$ cat config.mk
export PLATFORM = sky130hd
export DESIGN_NAME = pc_sequencer
export DESIGN_NICKNAME = d
export VERILOG_FILES = /design/src/rtl/pc_sequencer.sv
export SDC_FILE = /design/constraint.sdc
export NUM_CORES = 1
export LEC_CHECK = 0
export CORE_MARGIN = 2
export CORE_UTILIZATION = 25
export DETAILED_ROUTE_END_ITERATION = 6
export GPL_TIMING_DRIVEN = 0
export HOLD_SLACK_MARGIN = 0.08
export MAX_ROUTING_LAYER = met4
export PLACE_DENSITY_LB_ADDON = 0.25
export SKIP_LAST_GASP = 1
export SYNTH_ARGS = -nofsm -noshare
export SYNTH_HDL_FRONTEND = slang
export SYNTH_SLANG_ARGS = --single-unit
export TNS_END_PERCENT = 20
$ cat constraint.sdc
create_clock -name clk -period 2.3 [get_ports clk]
set_input_delay 0.46 -clock clk [delete_from_list [all_inputs] [get_ports clk]]
set_output_delay 0.46 -clock clk [all_outputs]
set_load 0.005 [all_outputs]
$ cat src/rtl/pc_sequencer.sv
// rtl/pc_sequencer.sv - instruction-fetch sequencer: owns the PC, one imem fetch at a time,
// hands instructions to decode and resolves branches internally with fetch discard/flush.
module pc_sequencer #(
  parameter int unsigned      WIDTH    = 32,
  parameter logic [WIDTH-1:0] RESET_PC = '0,
  parameter int unsigned      PC_STEP  = 4
) (
  input  logic             clk,
  input  logic             rst_n,
  output logic             imem_req,
  output logic [WIDTH-1:0] imem_addr,
  input  logic             imem_ack,
  input  logic [WIDTH-1:0] imem_rdata,
  output logic             instr_valid,
  output logic [WIDTH-1:0] instr,
  output logic [WIDTH-1:0] instr_pc,
  input  logic             instr_ready,
  input  logic             br_valid,
  input  logic [1:0]       br_cond,
  input  logic [WIDTH-1:0] br_operand,
  input  logic [WIDTH-1:0] br_target,
  output logic             br_taken,
  input  logic             halt,
  output logic [WIDTH-1:0] pc
);

  typedef enum logic [1:0] {
    S_BOOT  = 2'd0,
    S_FETCH = 2'd1,
    S_ISSUE = 2'd2,
    S_HALT  = 2'd3
  } state_t;

  localparam logic [WIDTH-1:0] LP_STEP = WIDTH'(PC_STEP);

  state_t           r_state, w_state_n;
  logic [WIDTH-1:0] r_pc, w_pc_n;
  logic [WIDTH-1:0] r_imem_addr, w_imem_addr_n;
  logic [WIDTH-1:0] r_instr, w_instr_n;
  logic [WIDTH-1:0] r_instr_pc, w_instr_pc_n;
  logic             r_imem_req, w_imem_req_n;
  logic             r_instr_valid, w_instr_valid_n;
  logic             r_redirect_pend, w_redirect_pend_n;
  logic             r_br_taken;
  logic             w_cond_true, w_taken, w_accept;
  logic             w_enter_fetch;
  logic [WIDTH-1:0] w_fetch_addr;

  // Operand is signed two's complement; the sign bit alone decides "less than zero".
  always_comb begin
    w_cond_true = 1'b0;
    case (br_cond)
      2'd0: w_cond_true = 1'b1;
      2'd1: w_cond_true = br_operand[WIDTH-1];
      2'd2: w_cond_true = !br_operand[WIDTH-1] && (br_operand != '0);
      2'd3: w_cond_true = (br_operand == '0);
      default: w_cond_true = 1'b0;
    endcase
  end

  assign w_taken  = br_valid && w_cond_true && (r_state != S_BOOT);
  assign w_accept = r_instr_valid && instr_ready;

  always_comb begin
    w_state_n         = r_state;
    w_pc_n            = r_pc;
    w_imem_req_n      = r_imem_req;
    w_imem_addr_n     = r_imem_addr;
    w_instr_valid_n   = r_instr_valid;
    w_instr_n         = r_instr;
    w_instr_pc_n      = r_instr_pc;
    w_redirect_pend_n = r_redirect_pend;
    w_enter_fetch     = 1'b0;
    w_fetch_addr      = r_pc;

    unique case (r_state)
      S_BOOT: begin
        w_enter_fetch = 1'b1;
        w_fetch_addr  = r_pc;
      end
      S_FETCH: begin
        if (imem_ack) begin
          if (!r_redirect_pend && !w_taken) begin
            w_instr_n       = imem_rdata;
            w_instr_pc_n    = r_imem_addr;
            w_instr_valid_n = 1'b1;
            w_imem_req_n    = 1'b0;
            w_state_n       = S_ISSUE;
          end else begin
            // Returned word belongs to the stale path; refetch from the redirected PC.
            w_redirect_pend_n = 1'b0;
            if (w_taken) begin
              w_pc_n = br_target;
            end
            w_enter_fetch = 1'b1;
            w_fetch_addr  = w_taken ? br_target : r_pc;
          end
        end else if (w_taken) begin
          w_pc_n            = br_target;
          w_redirect_pend_n = 1'b1;
        end
      end
      S_ISSUE: begin
        if (w_taken) begin
          w_pc_n          = br_target;
          w_instr_valid_n = 1'b0;
          w_enter_fetch   = 1'b1;
          w_fetch_addr    = br_target;
        end else if (w_accept) begin
          w_pc_n          = r_pc + LP_STEP;
          w_instr_valid_n = 1'b0;
          w_enter_fetch   = 1'b1;
          w_fetch_addr    = r_pc + LP_STEP;
        end
      end
      S_HALT: begin
        if (w_taken) begin
          w_pc_n = br_target;
        end
        if (!halt) begin
          w_enter_fetch = 1'b1;
          w_fetch_addr  = w_taken ? br_target : r_pc;
        end
      end
      default: begin
        w_state_n = S_BOOT;
      end
    endcase

    if (w_enter_fetch) begin
      if (halt) begin
        w_state_n    = S_HALT;
        w_imem_req_n = 1'b0;
      end else begin
        w_state_n     = S_FETCH;
        w_imem_req_n  = 1'b1;
        w_imem_addr_n = w_fetch_addr;
      end
    end
  end

  always_ff @(posedge clk or negedge rst_n) begin
    if (!rst_n) begin
      r_state         <= S_BOOT;
      r_pc            <= RESET_PC;
      r_imem_req      <= 1'b0;
      r_imem_addr     <= RESET_PC;
      r_instr_valid   <= 1'b0;
      r_instr         <= '0;
      r_instr_pc      <= '0;
      r_br_taken      <= 1'b0;
      r_redirect_pend <= 1'b0;
    end else begin
      r_state         <= w_state_n;
      r_pc            <= w_pc_n;
      r_imem_req      <= w_imem_req_n;
      r_imem_addr     <= w_imem_addr_n;
      r_instr_valid   <= w_instr_valid_n;
      r_instr         <= w_instr_n;
      r_instr_pc      <= w_instr_pc_n;
      r_br_taken      <= w_taken;
      r_redirect_pend <= w_redirect_pend_n;
    end
  end

  assign imem_req    = r_imem_req;
  assign imem_addr   = r_imem_addr;
  assign instr_valid = r_instr_valid;
  assign instr       = r_instr;
  assign instr_pc    = r_instr_pc;
  assign br_taken    = r_br_taken;
  assign pc          = r_pc;

endmodule

==> results of run 1 <==
[worst max-delay path, cell delays in order]
cell	delay [ns]
buf_6	0.09
or4_4	0.54
or3_4	0.37
buf_6	0.14
o311ai_4	0.26
nand2b_4	0.21
buf_12	0.13
buf_4	0.12
buf_4	0.12
nand2_1	0.05
and3_1	0.20
a2111oi_2	0.35
[per-layer routing]
metal / GRT usage [%] / wire length [um] / up-vias
met3: 4.50 / 3460 / 119
met4: 10.6 / 1540 / 0
li1: - / - / 3645
met1: 27.6 / 14200 / 4108
met2: 34.5 / 16500 / 524
met5: - / 0 / -
[cell type report]
type | count | area [um2]
plain buffers | 59 | 602
clock buffers | 17 | 425
clock inverters | 14 | 199
fillers | 2849 | 16500
inverters | 18 | 72.6
multi-input cells | 566 | 4570
flip-flops and latches | 134 | 3360
well taps | 390 | 488
repair buffers | 331 | 3410
[where the power goes]
part           switching (mW)  internal [mW]  total (mW)
Clock                    1.17           1.82        2.99
Sequential              0.976           3.46        4.43
Combinational            3.80           4.56        8.36
[metrics by stage]
stage          area, um2  setup slack [ns]  hold slack [ns]  std cells
4_1_cts            12500            -0.462            0.509       1510
2_1_floorplan       7560            -0.551            0.164        783
6_report           13100            -0.423            0.503       1529
3_5_place_dp       10400             -1.86            0.424       1408
3_3_place_gp       10400             -5.18            0.487       1407
5_1_grt            13100            -0.467            0.513       1529
[state kept, by name, summed over array words and instances (netlist names)]
signal and cells:
imem_addr 32, instr 32, instr_pc 32, pc 32
r_state 2, br_taken 1, imem_req 1, instr_valid 1
r_redirect_pend 1
[repair_timing]
| item | in CTS | in global routing |
|---|---|---|
| setup buffers | 65 | 23 |
| hold buffers | 1 | 0 |
| setup endpoints to repair | 134 | 134 |
| gates resized for setup | 216 | 106 |
| pin swaps | 38 | 33 |
| cloned | 9 | 3 |
| hold endpoints to repair | 46 | 0 |
[how the worst min path moves through the flow]
stage	start	to	slack (ns)	cells past startpoint
global placement	instr[19]$_DFFE_PN0P_	instr[19]$_DFFE_PN0P_	0.49	1
detailed placement	rst_n	instr_pc[21]$_DFFE_PN0P_	0.42	1
finish	instr_pc[15]$_DFFE_PN0P_	instr_pc[15]$_DFFE_PN0P_	0.50	1
floorplan	rst_n	br_taken$_DFF_PN0_	0.16	0
global route	instr_pc[16]$_DFFE_PN0P_	instr_pc[16]$_DFFE_PN0P_	0.51	1
CTS	instr_pc[26]$_DFFE_PN0P_	instr_pc[26]$_DFFE_PN0P_	0.51	1
[placed cells by master, fill, tap and decap left out, types with 14 or more instances in the layout]
master / count
nor2_1: 67
dlygate4sd2_1: 16
nand2_1: 42
buf_12: 15
o21ai_0: 37
buf_4: 61
a31oi_1: 26
inv_1: 16
nor2_4: 14
buf_6: 28
clkdlybuf4s50_1: 204
a21oi_1: 29
dfrtp_1: 131
mux2_2: 66
clkbuf_16: 23
clkbuf_1: 22
and3_1: 16
nor3_1: 20
[cell families after synthesis]
kind of cell    count (synthesis)  synth area share [%]
compound gates                203                  18.9
flops                         134                  44.6
xor+xnor                        3                 0.349
mux                            89                  13.1
simple gates                  269                  18.0
buf+inv                        84                  5.00
fa+ha+maj                       1                 0.166
==> reports/metrics.csv, run 1 <==
metric,value,unit
status,"finished, violations left",
failing checks,negative setup slack,
diode count,0,
core area,29600,um2
P&R area growth vs syn,74.3,%
"count leader, synth",dfrtp_1,
Crit Path Category,primary input to flop,
FF-to-FF path depth,9,
CTS Root Cell,clkbuf_16,
post-synthesis net count,888,
first-pass GRT wire length,50.3,mm
Final Max Slew Viols,0,
Clock Skew,0.0106,ns
CTS tree,built,
RSZ-0062 raised after global routing,yes,
crit share post-route,118,%
# setup viols final,132,
initial drt markers,815,
setup ws final,-0.423,ns
I/O pins,235,
"FF+latch count, synth",134,
biggest area consumer among synthesized cells,dfrtp_1,
Yosys top cell area share,44.6,%
CP Launch Point,br_operand[7],
Die Wd,178,um
vias in the first global route,7964,
"Data required, critical path",2.61,ns
Die Height,178,um
gp weighted congestion,0.925,
cell count after synthesis,783,
number of enable flip-flop cells after synthesis,0,
gr ovfl total,0,
sequential fraction of the synthesis area,44.6,%
Slew headroom,37.9,%
Synth async-reset ratio,100,%
H-Tree Depth,4,
Rows,63,
Die ar.,31500,um2
CTS buffer count,17,
1st-pass router iterations,5,
P_leak,5.20,nW
DRT antenna net count,0,
clk sinks,134,
Final Hold Vio Count,0,
RR Endpoint,pc[19]$_DFFE_PN0N_,
Reg-to-Reg Start,pc[9]$_DFFE_PN0N_,
clk_lat worst skew,0.43,ns
Vias per Instance,5.49,
fin nets,1232,
Worst Path Max Fanout,6,
R2R Setup Slk,-0.32,ns
Port Buffers,234,
HPWL after detailed placement,23.2,mm
via count,8396,
largest net degree at the start of global routing,89,
clock-pin slew on the worst setup and hold paths,0.06,ns
final core occ,44.3,%
FMAX,0.367,GHz
worst slew pin tran,0.932,ns
Setup TNS Final,-36.75,ns
power per cell area,1200,nW/um2
Main synth FF type,dfrtp_1,
initial antenna violation count,0,
share of layout cells above drive strength 1,31.0,%
drt total wl,35.7,mm
Cell variety after synth,64,
Post-route DRC,0,
CP Data Arrival Time,3.03,ns
clock buffer depth,2,
crit path to,pc[12]$_DFFE_PN0N_,
Ys Warns,0,
critical path endpoint category,flop,
Pwr Total,15.8,mW
gr usage total,22.2,%
leading post-synthesis cells by instance count,"134 x dfrtp_1, 88 x nor2_1, 76 x mux2_2",
CP Launch Type,primary input,
Avg Synthesized Cell Area,9.61,um2
max-cap violation count,0,
initial core utilization,25.4,%
post-detailed-route wirelength per cell,23.4,um
largest cells by area after synthesis,"dfrtp_1 45%, mux2_2 11%, nor2_1 4.4%, o21ai_0 2.9%, a21oi_1 2.3%",
Final min period,2.72,ns
worst-case vdd ir drop,0.624,mV
synthesized area,7530,um2
HP Class,flop to flop,
No activity file was read; power rests on OpenSTA's default activity.
==> run 2, diff against run 1 <==
--- a/config.mk
+++ b/config.mk
@@ -12,6 +12,7 @@
 export HOLD_SLACK_MARGIN = 0.08
 export MAX_ROUTING_LAYER = met4
 export PLACE_DENSITY_LB_ADDON = 0.25
+export RECOVER_POWER = 50
 export SKIP_LAST_GASP = 1
 export SYNTH_ARGS = -nofsm -noshare
 export SYNTH_HDL_FRONTEND = slang
==> run 2 against run 1 <==
Net effect: first-iteration DRC count increased by 5.8%; utilization about the same; sequential share of layout area about the same; critical path depth unchanged; the flow still finishes with violations (negative setup slack); register-to-register slack got worse by 0.02 ns; via count about the same.
==> reports/metrics.csv, run 2 (synthesized netlist as in run 1, its figures left out) <==
metric,value,unit,change
clock buffer depth,2,,unchanged
worst-case vdd ir drop,0.625,mV,was 0.624 mV
Reg-to-Reg Start,r_state[0]$_DFFE_PN0P_,,was pc[9]$_DFFE_PN0N_
Post-Place Cells,1408,,unchanged
setup ws final,-0.425,ns,was -0.423 ns
first-pass GRT wire length,50.3,mm,unchanged
Crit Path Category,primary input to flop,,unchanged
grt peak-use layer,met2,,unchanged
drt total wl,35.7,mm,about the same
clk_lat worst skew,0.43,ns,about the same
Setup TNS Final,-36.84,ns,was -36.75 ns
GRT met1 Usage,27.6,%,unchanged
1st-pass router iterations,7,,was 5
crit path to,pc[3]$_DFFE_PN0N_,,was pc[12]$_DFFE_PN0N_
max-cap violation count,0,,unchanged
status,"finished, violations left",,unchanged
Die Height,178,um,unchanged
Setup WS pre-CTS,-1.86,ns,unchanged
Die Wd,178,um,unchanged
Worst Path Max Fanout,6,,unchanged
CP Launch Point,br_operand[7],,unchanged
FF-to-FF path depth,9,,unchanged
RR Endpoint,imem_addr[1]$_DFFE_PN0P_,,was pc[19]$_DFFE_PN0N_
initial antenna violation count,0,,unchanged
max incr delay on CP,0.54,ns,about the same
Final Hold Vio Count,0,,unchanged
critical path endpoint category,flop,,unchanged
P_leak,5.20,nW,about the same
largest net degree at the start of global routing,89,,unchanged
via count,8401,,"was 8,396"
share of layout cells above drive strength 1,31.0,%,unchanged
CP Launch Type,primary input,,unchanged
FMAX,0.367,GHz,about the same
crit-path cells,"buf_6, or4_4, or3_4, buf_6, o311ai_4, nand2b_4, buf_12, buf_6, clkbuf_16, nor2_1, a211oi_1, a221o_1",,"was buf_6, or4_4, or3_4, buf_6, o311ai_4, nand2b_4, buf_12, buf_4, buf_4, nand2_1, and3_1, a2111oi_2"
CTS buffer count,17,,unchanged
I/O pins,235,,unchanged
gp weighted congestion,0.925,,unchanged
# setup viols final,132,,unchanged
Rows,63,,unchanged
"leading cell type in the layout, fill and taps excluded",clkdlybuf4s50_1,,unchanged
Die ar.,31500,um2,unchanged
met3 global-route usage,4.50,%,unchanged
clock-pin slew on the worst setup and hold paths,0.06,ns,about the same
worst slew pin tran,1.22,ns,was 0.932 ns
fin nets,1232,,unchanged
core area,29600,um2,unchanged
HP Class,flop to flop,,unchanged
post-detailed-route wirelength per cell,23.3,um,was 23.4 um
H-Tree Depth,4,,unchanged
Post-Layout Cell Count,1529,,unchanged
Final Max Slew Viols,0,,unchanged
HPWL after detailed placement,23.2,mm,unchanged
crit path max-delay cell type,or4_4,,unchanged
clk sinks,134,,unchanged
gr ovfl total,0,,unchanged
crit share post-route,118,%,about the same
met2 Usage GRT,34.5,%,unchanged
power per cell area,1200,nW/um2,about the same
DRT antenna net count,0,,unchanged
R2R Setup Slk,-0.34,ns,was -0.32 ns
Final min period,2.73,ns,was 2.72 ns
Port Buffers,234,,unchanged
Pwr Total,15.8,mW,about the same
most frequent cells in the layout,"204 x clkdlybuf4s50_1, 131 x dfrtp_1, 67 x nor2_1, 66 x mux2_2, 61 x buf_4",,unchanged
P&R area growth vs syn,74.1,%,was 74.3%
Post-route DRC,0,,unchanged
initial drt markers,862,,was 815
RSZ-0062 raised after global routing,yes,,unchanged
Clock Skew,0.0104,ns,was 0.0106 ns
failing checks,negative setup slack,,unchanged
gr usage total,22.2,%,unchanged
CTS Root Cell,clkbuf_16,,unchanged
diode count,0,,unchanged
"Data required, critical path",2.65,ns,was 2.61 ns
Vias per Instance,5.49,,about the same
initial core utilization,25.4,%,unchanged
CP Data Arrival Time,3.07,ns,was 3.03 ns
CTS tree,built,,unchanged
Slew headroom,18.4,%,was 37.9%
vias in the first global route,7964,,unchanged
most frequent CP cell,buf_6,,
[run 2: what timing repair did]
item	4_1_cts	5_1_grt
resized for setup	216	106
pin swaps	38	33
setup endpoints to repair	134	134
setup buffers	65	23
hold buffers	1	0
cloned	9	3
hold endpoints to repair	46	0
[run 2: worst min path at each step]
stage / from / slack, ns / depth (start not counted) / endpoint
after floorplan: rst_n / 0.16 / 0 / br_taken$_DFF_PN0_
after CTS: instr_pc[26]$_DFFE_PN0P_ / 0.51 / 1 / instr_pc[26]$_DFFE_PN0P_
after global placement: instr[19]$_DFFE_PN0P_ / 0.49 / 1 / instr[19]$_DFFE_PN0P_
after global routing: instr_pc[16]$_DFFE_PN0P_ / 0.51 / 1 / instr_pc[16]$_DFFE_PN0P_
final: instr_pc[15]$_DFFE_PN0P_ / 0.50 / 1 / instr_pc[15]$_DFFE_PN0P_
after detailed placement: rst_n / 0.42 / 1 / instr_pc[21]$_DFFE_PN0P_
[run 2: layer usage]
| layer | vias to the layer above | part of all wire [%] |
|---|---|---|
| met5 | - | 0 |
| met4 | 0 | 4.4 |
| met3 | 115 | 9.7 |
| met2 | 550 | 46 |
| met1 | 4098 | 40 |
| li1 | 3638 | - |
[run 2: power breakdown]
group | internal, mW | total, mW | switching, mW
clock network | 1.82 | 2.99 | 1.17
registers | 3.46 | 4.43 | 0.976
logic | 4.56 | 8.36 | 3.81
total | 9.84 | 15.8 | 5.95
[run 2: area by class of cell]
class	count	area, um2
plain buffers	59	602
clock buffers	17	425
clock inverters	14	199
fillers	2853	16500
inverters	18	72.6
multi-input cells	566	4570
flip-flops and latches	134	3360
well taps	390	488
repair buffers	331	3390
[run 2: critical path: cells and delay by family]
kind / cells / cell delay, ns
AND/OR/NAND/NOR: 4 / 1.19
AO/OA/AOI/OAI: 3 / 0.80
buffers and inverters: 5 / 0.63
[run 2: through the flow]
stage / utilization (%) / hold WS, ns / instance area, um2
after floorplan: - / 0.164 / 7560
after global placement: 35.0 / 0.487 / 10400
after detailed placement: 35.1 / 0.424 / 10400
after CTS: 42.2 / 0.509 / 12500
after global routing: 44.2 / 0.513 / 13100
final: 44.2 / 0.503 / 13100
